===== config.mk =====
export PLATFORM = sky130hd
export DESIGN_NAME = envelope_shaper
export DESIGN_NICKNAME = d
export VERILOG_FILES = /design/src/rtl/envelope_shaper.sv
export SDC_FILE = /design/constraint.sdc
export NUM_CORES = 1
export LEC_CHECK = 0
export ABC_AREA = 1
export CORE_MARGIN = 5
export CORE_UTILIZATION = 58
export CTS_CLUSTER_SIZE = 30
export DETAILED_ROUTE_END_ITERATION = 8
export PLACE_DENSITY_LB_ADDON = 0.05
export SKIP_CTS_REPAIR_TIMING = 1
export SYNTH_ARGS = -nofsm -noshare
export SYNTH_HDL_FRONTEND = slang
export SYNTH_SLANG_ARGS = --single-unit

===== constraint.sdc =====
create_clock -name clk -period 6.28 [get_ports clk]
set_input_delay 1.256 -clock clk [delete_from_list [all_inputs] [get_ports clk]]
set_output_delay 1.256 -clock clk [all_outputs]
set_load 0.01 [all_outputs]

===== src/rtl/envelope_shaper.sv =====
// ADSR amplitude envelope applied to the harmonic sample stream.
// The envelope steps only on sample ticks; each tick also emits one shaped sample a cycle later.
module envelope_shaper #(
  parameter logic [15:0] ATTACK_STEP  = 16'd137,
  parameter logic [15:0] DECAY_STEP   = 16'd27,
  parameter logic [15:0] RELEASE_STEP = 16'd14
) (
  input  logic               clk,
  input  logic               reset,
  input  logic               note_start,
  input  logic               note_held,
  input  logic [15:0]        sustain_level,
  input  logic signed [17:0] sample_in,
  input  logic               sample_in_ready,
  output logic signed [17:0] sample_out,
  output logic               sample_out_ready,
  output logic [15:0]        env_level,
  output logic               busy
);

  typedef enum logic [2:0] {
    IDLE,
    ATTACK,
    DECAY,
    SUSTAIN,
    RELEASE
  } state_t;

  state_t      state_reg, state_next;
  logic [15:0] env_reg, env_next;

  // One extra bit on each step result exposes overflow/borrow for the clamps.
  logic [16:0] attack_sum;
  logic [16:0] decay_diff;
  logic [16:0] release_diff;

  assign attack_sum   = {1'b0, env_reg} + {1'b0, ATTACK_STEP};
  assign decay_diff   = {1'b0, env_reg} - {1'b0, DECAY_STEP};
  assign release_diff = {1'b0, env_reg} - {1'b0, RELEASE_STEP};

  // Envelope is treated as a non-negative Q0.16 gain, so it gets a zero sign bit.
  logic signed [34:0] product;
  assign product = 35'(sample_in) * 35'($signed({1'b0, env_reg}));

  always_comb begin
    state_next = state_reg;
    env_next   = env_reg;
    if (note_start) begin
      // Retrigger keeps the current level so the restart is click-free.
      state_next = ATTACK;
    end else if (sample_in_ready) begin
      case (state_reg)
        IDLE: begin
          env_next = '0;
        end
        ATTACK: begin
          if (!note_held) begin
            state_next = RELEASE;
          end else if (attack_sum[16] || (attack_sum[15:0] == 16'hFFFF)) begin
            env_next   = 16'hFFFF;
            state_next = DECAY;
          end else begin
            env_next = attack_sum[15:0];
          end
        end
        DECAY: begin
          if (!note_held) begin
            state_next = RELEASE;
          end else if (decay_diff[16] || (decay_diff[15:0] <= sustain_level)) begin
            env_next   = sustain_level;
            state_next = SUSTAIN;
          end else begin
            env_next = decay_diff[15:0];
          end
        end
        SUSTAIN: begin
          if (!note_held) begin
            state_next = RELEASE;
          end else begin
            env_next = sustain_level;
          end
        end
        RELEASE: begin
          if (release_diff[16] || (release_diff[15:0] == 16'h0000)) begin
            env_next   = '0;
            state_next = IDLE;
          end else begin
            env_next = release_diff[15:0];
          end
        end
        default: begin
          env_next   = '0;
          state_next = IDLE;
        end
      endcase
    end
  end

  always_ff @(posedge clk) begin
    if (reset) begin
      state_reg        <= IDLE;
      env_reg          <= '0;
      sample_out       <= '0;
      sample_out_ready <= 1'b0;
    end else begin
      state_reg        <= state_next;
      env_reg          <= env_next;
      sample_out_ready <= sample_in_ready;
      if (sample_in_ready) begin
        // Product uses the pre-update envelope; floor shift keeps |out| <= |in|.
        sample_out <= 18'(product >>> 16);
      end
    end
  end

  assign env_level = env_reg;
  assign busy      = (state_reg != IDLE);

endmodule


Yosys cells after proc, flatten, opt, wreduce, memory -nomap -nowiden
Cells that the tools add are included.
{ "op_classes": {"n_addsub": 3, "mul": 1, "div": 0, "magnitude_cmp": 1, "n_eq_ne": 17, "shifts": 0, "muxes": 16, "bitwise_logic": 2, "reduce_logical": 11} }
{ "op_table": {"columns": ["cell", "count"], "rows": [
  ["$mux 16", 6],
  ["$pmux 16 s4", 1],
  ["$mul 18x17->34", 1],
  ["$mux 3", 6],
  ["$add 16x8->17 const B", 1],
  ["$sub 16x4->17 const B", 1],
  ["$sub 16x5->17 const B", 1],
  ["$eq 16x16->1 const B", 1],
  ["$le 16x16->1", 1],
  ["$logic_not 16->1", 1],
  ["$pmux 3 s5", 1],
  ["$ne 2x2->1 const B", 6],
  ["$ne 3x3->1 const B", 4],
  ["$reduce_and 6->1", 2],
  ["$ne 4x4->1 const B", 2],
  ["$eq 3x2->1 const B", 2],
  ["$reduce_and 5->1", 1],
  ["$eq 3x1->1 const B", 1],
  ["$eq 3x3->1 const B", 1],
  ["$logic_not 3->1", 1],
  ["$logic_or 1x1->1", 3],
  ["$reduce_bool 3->1", 1],
  ["$mux 1", 2],
  ["$not 1->1", 2],
  ["other kinds (2)", 2]
]} }
{ "totals": {"ff_bits": 38, "latchBits": 0, "mem_bits_rw": 0, "mem_bits_ro": 0, "input_bits": 39, "word_cells": 56, "mem_count": 0} }

Depth between registers and ports, before layout
{ "depth": {"ltp_word": 8, "depth_mapped": 30, "depth_no_buf": 27} }

Worst setup path after synthesis
No wires, ideal clock.
{ "synth_path": {"path_kind": "input-to-reg", "startpoint": "input sample_in[17]", "endpoint": "register sample_out[15]", "arrival_time_ns": 6.466, "t_required_ns": 6.165, "path_slack_ns": -0.302, "stages": 22, "cell_sequence": "clkbuf_1 > clkbuf_1 > nand2_1 > fa_1 > fa_1 > inv_1 > fa_1 > fa_1 > fa_1 > inv_1 > fa_1 > inv_1 > ha_1 > nand2_1 > o21ai_0 > a31oi_1 > o21ai_0 > a21oi_1 > nand3_1 > nand2_1 > o21ai_0 > inv_1"} }
{ "synth_via": {"elab_chain_len": 1} }
{ "synth_rtl": {"columns": ["element", "line_no", "source"], "rows": [
  ["from (decl)", "13", "input logic signed [17:0] sample_in,"],
  ["$mul 18x17->34", "43", "assign product = 35'(sample_in) * 35'($signed({1'b0, env_reg}));"],
  ["to (signal assigned)", "111", "sample_out <= 18'(product >>> 16);"],
  ["to (decl)", "15", "output logic signed [17:0] sample_out,"]
]} }
No other way between the ends.
A chain may end at the register's enable or synchronous reset.

Worst setup path after layout
{ "layout_path": {"startpoint": "input sample_in[9]", "endpoint": "register sample_out[17]"} }
The elaborated chain is that of the path after synthesis.

==> impl_results.md <==
* CORE AREA at 0.0258 mm^2
* Met2 Usage GRT at 54.6%
* Internal Pwr Total at 700 uW
* GR Layer Usage met3 at 4.44%
* Grt total ovfl at 0
* Crit. End Element: flop
* Max IR drop VDD at 0.0000813 V
* Initial Utilization at 58.3%
* Iter 0 DRT Violations at 1066
* CTS Buffer Depth at 2
* Commonest cells after routing, fill and taps aside: 580 x inv_1, 527 x nand2_1, 274 x fa_1, 192 x buf_4, 94 x nor2_1
* Drt pass-1 iters at 8
* Total Routing Usage GR at 31.1%
* Die Height at 171 um
* Cell Rows at 59
* Net Switching at 463 uW
* Pre-CTS setup slack at -802 ps
* DR vias at 13900
* Most common cell after layout, fill and taps aside: inv_1
* CP Class: input port to flop
* Synth unique cells at 46
* CP startpoint kind: input port
* Slew margin rel. at 30.8%
* Number of remaining DRC errors at 0
* # port buffers at 74
* Clk pwr share at 24.9%
* Number of I/O pins at 75
* Worst Path Arrival at 6370 ps
* Worst slew pin tran at 1040 ps
* RSZ-0062 raised after global routing: yes
* Max-cap violations at 0
* Layout Nets at 2757
* Share of post-route cells with drive strength above 1 at 16.9%
* Die area at 0.0293 mm^2
* Clock insertion delay at the later pin of the skew report at 290 ps
* Placer Congestion at 0.975
* Final Util at 71.1%
* Setup Viol. Count Final at 0
* First-pass GRT wire length at 71500 um
* Worst Hold Class: flop to flop
* Synth Instances at 2130
* CTS tree: done
* Comb power frac at 52.1%
* Final Critical Period at 6190 ps
* Busiest grt layer: met2
* H-tree depth at 2
* Via-to-Cell Ratio at 5.22
* CTS clk-pin slew, worst paths at 60 ps
* Final HPWL DP at 37700 um
* Max FFs per register at 18
* Routed Antenna Nets at 0
* Met1 usage in global routing at 40.1%
* Slew Viols, Final at 0
* Endpoints failing hold at 0
* Power per cell area at 63.4 mW/mm^2
* Vias in the first global route at 14100
* Die Wd at 171 um
* Sequential power share at 23.0%
* Largest net degree at the start of global routing at 38
* Filler cells at 2216
* Worst setup margin at 90.1 ps
* Post-layout power at 1160 uW
* Yosys reg bits at 38
* Worst Path Max Fanout at 7
* Routed len/inst at 17.4 um
* Critical Path RT at 6460 ps
* Sequential share of the synthesized area at 5.05%
* P_leak at 0.0104 uW
* Period utilisation layout at 98.6%
* Clock Tree Root: clkbuf_16
* Setup Skew at 7.72 ps
* Synth Cell Area at 0.0151 mm^2
* Run status: complete, no violations
* Cts bufs inserted at 5
* Syn_area_per_cell at 7.07 um^2
* P&R area growth vs syn at 22.0%
* Max Fclk at 0.162 GHz
* Sw frac at 39.8%
* Antenna violations before repair at 1
* Synth Net Count at 2559
* WL final at 46400 um
* Warnings, synthesis at 0
* Num Clock Sinks at 38
## cells in the mapped netlist, drive strengths merged
library cell,n,share of area [%]
buf,26,1.2
o22ai,4,0.17
a21o,10,0.50
nor3,13,0.54
o21ai,65,2.2
a211oi,1,0.050
nor2,130,3.7
a21oi,72,2.5
and2,1,0.042
ha,104,8.6
nand2,547,14
nand3b,2,0.10
nand4,10,0.42
o21a,5,0.25
inv,602,15
xor2,21,1.2
a31o,1,0.058
a31oi,7,0.29
fa,286,38
a221oi,2,0.12
xnor2,12,0.70
clkbuf,69,1.7
a21boi,1,0.050
or2,1,0.042
o21bai,1,0.050
dfxtp,38,5.1
o221ai,2,0.12
nor4,1,0.042
o211ai,4,0.20
nand3,92,3.3
## area by class of cell
cell class              count  area, um^2  area share [%]
multi-input cells        1395       12200            66.4
clock buffers               5         125           0.682
inverters                 602        2260            12.3
flip-flops and latches     38         761            4.14
diodes                      1        2.50          0.0136
well taps                 335         419            2.28
clock inverters             3        40.0           0.218
repair buffers            286        2550            13.9
## routing by layer
layer / vias up / wire [um]
met2: 526 / 22900
met1: 6711 / 18000
met5: - / 0
li1: 6570 / -
met3: 97 / 3620
met4: 0 / 1890
## worst paths after layout
path              slack, ps     startpoint  cells after the start             end
setup reg to reg        310  env_level[13]                     21  sample_out[14]
setup / recovery         90   sample_in[9]                     24  sample_out[17]
hold / removal          520  sample_out[6]                      2   sample_out[6]
hold reg to reg         520  sample_out[6]                      2   sample_out[6]
## power groups by stage
| stage | logic, uW | clock network (uW) | registers (uW) |
|---|---|---|---|
| 6_report | 606 | 290 | 267 |
| 3_3_place_gp | 528 | 0 | 272 |
| 2_1_floorplan | 321 | 0 | 270 |
| 5_1_grt | 673 | 304 | 268 |
| 3_5_place_dp | 541 | 0 | 272 |
| 4_1_cts | 542 | 293 | 267 |
## cell families (layout without fill, tap and decap cells)
logic type	count (synthesis)	after routing	share of synthesized area [%]
adders and majority gates	390	390	46.7
buffers and inverters	697	896	17.9
xor gates and xnor gates	33	33	1.92
other	0	1	0
AOI/OAI and AO/OA	175	175	6.55
DFF	38	38	5.05
and+or+nand+nor	797	797	21.9
## stage by stage
stage,cell area (um^2),cells,setup TNS [ps],hold slack [ps]
finish,18400,2665,0,521
global route,18400,2664,-786,538
CTS,17500,2638,-7740,525
detailed placement,17300,2630,-12790,501
global placement,17300,2630,-12080,510
floorplan,15100,2130,0,516
## critical path: stages
cell and delay [ps]:
clkbuf_2 140, buf_12 140, buf_4 130, nand2_1 70, fa_1 530, inv_1 60, fa_1 550, fa_1 450
fa_1 480, fa_1 520, inv_1 60, fa_1 470, inv_1 60, ha_4 240, a21oi_2 180, buf_4 130
o21a_1 190, o21ai_2 80, a21oi_2 130, o211ai_1 170, nand2_1 110, nand2_1 50, nor2_1 110, nor2_1 40
No activity file was read; power rests on OpenSTA's default activity.
